--- src/rtl/oled_source_arbiter.sv ---
// OLED source arbiter: picks which colour generator owns the display,
// switching only on frame boundaries with optional blank frames between.
module oled_source_arbiter #(
    parameter int          STABLE_CYCLES = 1000,
    parameter int          BLANK_FRAMES  = 2,
    parameter logic [15:0] BLANK_COLOUR  = 16'h0000
) (
    input  logic        clk,
    input  logic        rst_n,
    input  logic [3:0]  task_req,
    input  logic        grp_req,
    input  logic        celebrate_set,
    input  logic        right_click,
    input  logic        frame_begin,
    input  logic [15:0] colour_a,
    input  logic [15:0] colour_b,
    input  logic [15:0] colour_c,
    input  logic [15:0] colour_d,
    input  logic [15:0] colour_cel,
    input  logic [15:0] colour_grp,
    output logic [15:0] oled_colour,
    output logic [2:0]  active_src,
    output logic        switching,
    output logic        seg_en,
    output logic        canvas_reset
);

    localparam logic [1:0] S_RUN   = 2'd0;
    localparam logic [1:0] S_WAIT  = 2'd1;
    localparam logic [1:0] S_BLANK = 2'd2;

    localparam int CW = (STABLE_CYCLES > 1) ? $clog2(STABLE_CYCLES) : 1;
    localparam logic [CW-1:0] CNT_MAX = CW'(STABLE_CYCLES - 1);
    localparam int BW = (BLANK_FRAMES > 1) ? $clog2(BLANK_FRAMES) : 1;
    localparam logic [BW-1:0] BLAST = BW'((BLANK_FRAMES > 0) ? BLANK_FRAMES - 1 : 0);

    logic [1:0]    state, state_n;
    logic [2:0]    target, target_n, act_n;
    logic [2:0]    cand, prev_cand, stable_cand, stable_n;
    logic [CW-1:0] cnt, cnt_n;
    logic [BW-1:0] bcnt, bcnt_n;
    logic          cel_flag, cel_n;
    logic          same, accept;

    always_comb begin
        cand = 3'd7;
        if (task_req[0])               cand = 3'd0;
        else if (task_req[1])          cand = 3'd1;
        else if (task_req[2])          cand = 3'd2;
        else if (task_req[3])          cand = 3'd3;
        else if (cel_flag && grp_req)  cand = 3'd4;
        else if (grp_req)              cand = 3'd5;
    end

    // cnt holds (cycles the candidate has been held) - 1, saturating
    always_comb begin
        same   = (cand == prev_cand);
        accept = (STABLE_CYCLES <= 1) ||
                 (same && (int'(cnt) + 1 >= STABLE_CYCLES - 1));
        if (!same)               cnt_n = '0;
        else if (cnt == CNT_MAX) cnt_n = cnt;
        else                     cnt_n = cnt + CW'(1);
        stable_n = accept ? cand : stable_cand;
    end

    always_comb begin
        cel_n = cel_flag;
        if (task_req != 4'd0 || !grp_req)
            cel_n = 1'b0;
        else if (celebrate_set && state == S_RUN && active_src == 3'd5)
            cel_n = 1'b1;
    end

    always_comb begin
        state_n  = state;
        act_n    = active_src;
        target_n = target;
        bcnt_n   = bcnt;
        case (state)
            S_RUN: begin
                if (stable_cand != active_src) begin
                    target_n = stable_cand;
                    state_n  = S_WAIT;
                end
            end
            S_WAIT: begin
                target_n = stable_cand;
                if (stable_cand == active_src) begin
                    state_n = S_RUN;
                end else if (frame_begin) begin
                    if (BLANK_FRAMES == 0) begin
                        act_n   = target;
                        state_n = S_RUN;
                    end else begin
                        bcnt_n  = '0;
                        state_n = S_BLANK;
                    end
                end
            end
            S_BLANK: begin
                target_n = stable_cand;
                if (frame_begin) begin
                    if (bcnt == BLAST) begin
                        act_n   = target;
                        state_n = S_RUN;
                    end else begin
                        bcnt_n = bcnt + BW'(1);
                    end
                end
            end
            default: state_n = S_RUN;
        endcase
    end

    always_ff @(posedge clk or negedge rst_n) begin
        if (!rst_n) begin
            state        <= S_RUN;
            active_src   <= 3'd7;
            target       <= 3'd7;
            prev_cand    <= 3'd7;
            stable_cand  <= 3'd7;
            cnt          <= '0;
            bcnt         <= '0;
            cel_flag     <= 1'b0;
            seg_en       <= 1'b0;
            canvas_reset <= 1'b1;
        end else begin
            state        <= state_n;
            active_src   <= act_n;
            target       <= target_n;
            prev_cand    <= cand;
            stable_cand  <= stable_n;
            cnt          <= cnt_n;
            bcnt         <= bcnt_n;
            cel_flag     <= cel_n;
            seg_en       <= (state_n == S_RUN) &&
                            (act_n == 3'd4 || act_n == 3'd5);
            canvas_reset <= (state_n == S_RUN && act_n == 3'd5) ?
                            right_click : 1'b1;
        end
    end

    assign switching = (state != S_RUN);

    always_comb begin
        if (state == S_BLANK) begin
            oled_colour = BLANK_COLOUR;
        end else begin
            case (active_src)
                3'd0:    oled_colour = colour_a;
                3'd1:    oled_colour = colour_b;
                3'd2:    oled_colour = colour_c;
                3'd3:    oled_colour = colour_d;
                3'd4:    oled_colour = colour_cel;
                3'd5:    oled_colour = colour_grp;
                default: oled_colour = 16'h0000;
            endcase
        end
    end

endmodule

--- config.mk ---
export PLATFORM = sky130hd
export DESIGN_NAME = oled_source_arbiter
export DESIGN_NICKNAME = d
export VERILOG_FILES = /design/src/rtl/oled_source_arbiter.sv
export SDC_FILE = /design/constraint.sdc
export NUM_CORES = 1
export LEC_CHECK = 0
export CAP_MARGIN = 20
export CORE_AREA = 2 2 60 90
export CTS_CLUSTER_SIZE = 24
export DETAILED_ROUTE_END_ITERATION = 10
export DIE_AREA = 0 0 62 92
export DONT_BUFFER_PORTS = 1
export HOLD_SLACK_MARGIN = 0.02
export PLACE_DENSITY = 0.67
export SYNTH_ARGS = -nofsm -noshare
export SYNTH_HDL_FRONTEND = slang
export SYNTH_SLANG_ARGS = --single-unit
--- constraint.sdc ---
create_clock -name clk -period 5.4 [get_ports clk]
set_input_delay 0.27 -clock clk [delete_from_list [all_inputs] [get_ports clk]]
set_output_delay 0.27 -clock clk [all_outputs]
set_load 0.005 [all_outputs]
### After elaboration in Yosys (flattened, before gate mapping)

Index checks and enable logic that the tools add are counted.

* bits in registers: 28
* input bits: 106
* output and inout port bits: 22
* logic and storage cells: 81

* $add $sub $neg: 3
* magnitude comparators: 1
* equality and inequality tests: 18
* mux-type cells: 29
* reductions and logical operators: 20

Operators by type and width (count)
* one-hot mux 16 bit (6 select lines): 1
* two-way mux 3 bit: 8
* two-way mux 10 bit: 2
* two-way mux 16 bit: 1
* two-way mux 2 bit: 7
* == test 3 bit (second input constant): 4
* adder 10 x 1 -> 11 bit (second input constant): 1
* greater-or-equal comparator 11 x 10 -> 1 bit (second input constant): 1
* adder 10 x 1 -> 10 bit (second input constant): 1
* == test 10 bit (second input constant): 1
* != test 2 bit (second input constant): 4
* nonzero test 2 bit: 4
* two-way mux 1 bit: 7
* == test 3 x 2 -> 1 bit (second input constant): 2
* == test 3 bit: 2
* logical AND 1 bit: 6
* one-hot mux 2 bit (3 select lines): 1
* one-hot mux 3 bit (2 select lines): 1
* logical NOT 2 bit: 2
* AND reduction 4 bit: 1
* nonzero test 4 bit: 1
* == test 3 x 1 -> 1 bit (second input constant): 1
* logical NOT 3 bit: 1
* != test 3 bit: 1
* other kinds (9): 10

### Logic depth before layout (Yosys ltp)

* depth after elaboration: 8
* gate-level depth with buffers: 9

### Worst setup path before layout

No wires, ideal clock.

* path kind: flip-flop to output port
* from: reg active_src[0]
* to: out oled_colour[2]
* arrival time: 1.898 ns
* data required time: 5.130 ns
* setup slack: 3.232 ns
* cell stages (with the launch flop): 9
* buffers on the path: 2
* path through: dfstp_2 -> clkbuf_1 -> buf_1 -> mux2i_1 -> nor2_1 -> a31oi_1 -> nor2_1 -> a221oi_1 -> nor2_1

* longest elaborated chain between the ends: 3
* elaborated cells on any way between the ends: 8
* those cells by class: 5 x eq/ne; 2 x mux; 1 x reduce/logical

Ends and longest elaborated chain
* start, declared: line 22 `output logic [2:0] active_src,`
* start signal, assigned: line 129 `active_src <= act_n;`
* == test 3 bit, or another cell as far along: line 149 `case (active_src)`
* one-hot mux 16 bit (6 select lines) (*): line 149
* two-way mux 16 bit (*): line 146 `if (state == S_BLANK) begin`
* end, declared: line 21 `output logic [15:0] oled_colour,`

Every way passes the cells marked *; elsewhere a longest branch is shown, timed or not.

### Worst setup path in the final report

* from: reg active_src[1]
* to: out oled_colour[9]

The elaborated chain is that of the path after synthesis.

==> metrics.md <==
| Metric | Value |
|---|---|
| Synth Net Count | `398` |
| Nets | `384` |
| Post-CTS setup repair buffer count | `0` |
| NetSw | `0.215 mW` |
| RSZ-0062 raised after global routing | `no` |
| Root buf cell | `clkbuf_8` |
| Post-Layout Inst Area | `0.00250 sq mm` |
| CTS resizes | `0` |
| Top_reg_cell synth | `dfrtp_1` |
| Routed vias | `2,106` |
| Tightest Hold Check Type | `input port to flop` |
| Congestion Overflow GR | `0` |
| FILL cells | `497` |
| Relative slew slack | `42.1%` |
| Syn avg cell area | `8.42 sq um` |
| Ant. Diodes | `0` |
| Met2 wire len | `3280 microns` |
| Skew final | `0.00662 ns` |
| Worst hold slack | `0.0674 ns` |
| Max H-tree Level | `1` |
| Final total power | `0.615 mW` |
| Status | `finished, final reports clean` |
| PortBufs | `0` |
| Ys Warns | `0` |
| Ranking of synthesized cells by area | `dfrtp_1 (16%), dfstp_2 (14%), nor2_1 (8.6%)` |
| DRT antenna net count | `0` |
| Critical path arrival | `2.63 ns` |
| Clock group share of total power | `20.1%` |
| Worst endpoint required time | `5.13 ns` |
| Met3 wire len | `499 microns` |
| FF-to-FF Start | `cnt[0]` |
| CTS sink count | `28` |
| Gr usage total | `20.0%` |
| Final HPWL from detailed placement | `4700 microns` |
| Count of flip-flops with a built-in enable after synthesis | `0` |
| Area delta synth->final | `3.69%` |
| Drt pass-1 iters | `4` |
| Die area | `0.00570 sq mm` |
| Setup ws final | `2.50 ns` |
| WL/cell | `17.8 microns` |
| VDD IR-drop max | `0.160 mV` |
| Hold Fails Final Rpt | `0` |
| Gate count of the mapped netlist | `286` |
| Final wirelength | `6050 microns` |
| Total CTS buffers | `3` |
| Dpl ws | `2.57 ns` |
| Seq pwr share | `42.3%` |
| Die W | `62 microns` |
| Layout cell share with drive strength beyond 1 | `16.2%` |
| Setup tns final | `0 ns` |
| Distinct cells, synth | `54` |
| Crit path time final | `2.90 ns` |
| Worst slew pin tran | `0.866 ns` |
| # DRC | `0` |
| Vias in the first global route | `1,984` |
| Pin count of the biggest net entering global routing | `53` |
| Reg-to-reg critical path endpoint | `stable_cand[2]` |
| Critical path type | `flop to output port` |
| Setup-failing EPs final | `0` |
| Iteration-0 DRC Markers | `70` |
| Register area | `717 sq um` |
| Die height | `92 microns` |
| Combinational Power Share | `37.6%` |
| Dominant cell type by area after synthesis | `dfrtp_1` |
| Vias per inst | `6.21` |
| Internal power | `0.400 mW` |
| Multi-input logic area | `0.00158 sq mm` |
| Fin. max-slew vios | `0` |
| Sw Ratio | `34.9%` |
| GP Congestion | `0.856` |
| CTS tree | `done` |
| Setup crit end | `oled_colour[9]` |
| Pwr/cell area | `246 mW/mm^2` |
| Sequential area share after synthesis | `29.8%` |
| Reg2reg path depth | `6` |
| Setup crit start kind | `flop` |
| Wire length on met1 | `2180 microns` |
| Max FO, Critical Path | `16` |
| F_max | `345 MHz` |
| MaxCap Viol Count | `0` |
| Synth async-reset ratio | `100%` |
| # IOs | `128` |
| Initial antenna violation count | `0` |
| Worst Setup SP | `active_src[1]` |
| Synth Cell Area | `0.00241 sq mm` |
| Core ar. | `0.00500 sq mm` |
| Worst Setup End Kind | `output port` |
| First-pass GRT wire length | `8780 microns` |
| Leak | `0.921 nW` |
| Final period util | `53.7%` |
| Worst-path clk slew | `0.08 ns` |
| R2R Setup Slk | `2.98 ns` |
| #FFs+latches synth | `28` |
| Row count | `32` |
| Top cell type's share of synthesized area | `15.6%` |
| Starting Density | `48.1%` |
| Top routing layer in use | `met4` |
| Worst-skew pair later-pin latency | `0.26 ns` |
| Post-DP Area | `0.00240 sq mm` |
| Clk buf depth | `2` |
## cell usage in the layout (no fill, tap or decap), drive strengths merged, types with 3 or more instances in the layout
cell type and instances:
nand3 10, a211oi 3, mux2 22, xnor2 8, xor2 6, inv 5, nor2 55, dfrtp 15
ha 6, a31oi 3, clkbuf 4, a221oi 9, o21ai 8, nand2 7, a22oi 10, dfstp 13
nor3 4, and3 3, buf 3, nor2b 4, a21oi 30, mux2i 11
## cells in the mapped netlist (2+ instances only)
master / count
a211oi_1: 2
a21oi_1: 30
a221oi_1: 9
a22oi_1: 10
a31oi_1: 3
and3_1: 2
buf_1: 2
buf_4: 2
clkbuf_1: 17
dfrtp_1: 15
dfstp_2: 13
ha_1: 6
inv_1: 5
mux2_1: 6
mux2_2: 16
mux2i_1: 11
mux4_2: 2
nand2_1: 6
nand3_1: 10
nand3b_1: 2
nand4b_1: 2
nor2_1: 55
nor2b_1: 4
nor3_1: 4
nor3b_1: 2
nor4_1: 2
o21ai_0: 6
o21ai_1: 2
o22a_1: 2
or2b_1: 2
xnor2_1: 8
xor2_1: 6
## state kept, by name (all words and copies together), names as in the netlist
name,flops
seg_en,1
state,2
canvas_reset,1
cnt,10
bcnt,1
prev_cand,3
cel_flag,1
stable_cand,3
active_src,3
target,3
## power by group through the flow
| stage | Sequential [mW] | Clock [mW] | Combinational, mW |
|---|---|---|---|
| floorplan | 0.256 | 0 | 0.189 |
| global placement | 0.264 | 0 | 0.224 |
| detailed placement | 0.264 | 0 | 0.225 |
| CTS | 0.261 | 0.130 | 0.233 |
| global route | 0.265 | 0.138 | 0.260 |
| finish | 0.260 | 0.123 | 0.231 |
## worst min path at each step
stage,startpoint,endpoint,slack (ns),cells past startpoint
detailed placement,rst_n,seg_en,-0.03,0
global placement,rst_n,seg_en,-0.03,0
finish,task_req[0],prev_cand[1],0.07,1
CTS,task_req[0],prev_cand[1],0.06,1
global route,task_req[0],prev_cand[1],0.06,1
floorplan,rst_n,bcnt,-0.03,0
## layer usage
layer	GRT usage, %	vias to the layer above
met5	0	-
met1	19.5	1002
li1	-	1011
met4	5.50	0
met2	38.7	85
met3	4.65	8
## kinds of logic (layout without fill, tap and decap cells)
family	Yosys count	after routing	share of synthesized area, %
mux	35	35	16.7
simple gates	102	102	20.6
xor+xnor	14	14	5.09
fa+ha+maj	6	6	3.12
compound gates	73	73	19.9
buf+inv	28	13	4.78
flops	28	28	29.8
## through the flow
step / instances / util [%]
after floorplan: 286 / -
final: 339 / 49.9
after global placement: 332 / 48.0
after detailed placement: 332 / 48.0
after CTS: 338 / 49.7
after global routing: 339 / 49.9
## critical path, stage by stage (launching register included)
cell      delay, ns
dfstp_2        0.73
inv_1          0.25
nor2_1         0.73
a221oi_1       0.18
a21oi_1        0.17
a21oi_1        0.06
nor2_1         0.24
## what timing repair did
action,4_1_cts,5_1_grt
hold endpoints to repair,28,0
setup endpoints to repair,0,0
hold buffers,2,0
## area by class of cell
cell class                      instances  area share (%)
Clock buffer                            4            2.21
Inverter                                5           0.752
Sequential cell                        28            28.7
Timing Repair Buffer                    4            1.80
Tap cell                               68            3.41
Multi-Input combinational cell        230            63.1
Power figures use the tool's default switching activity.
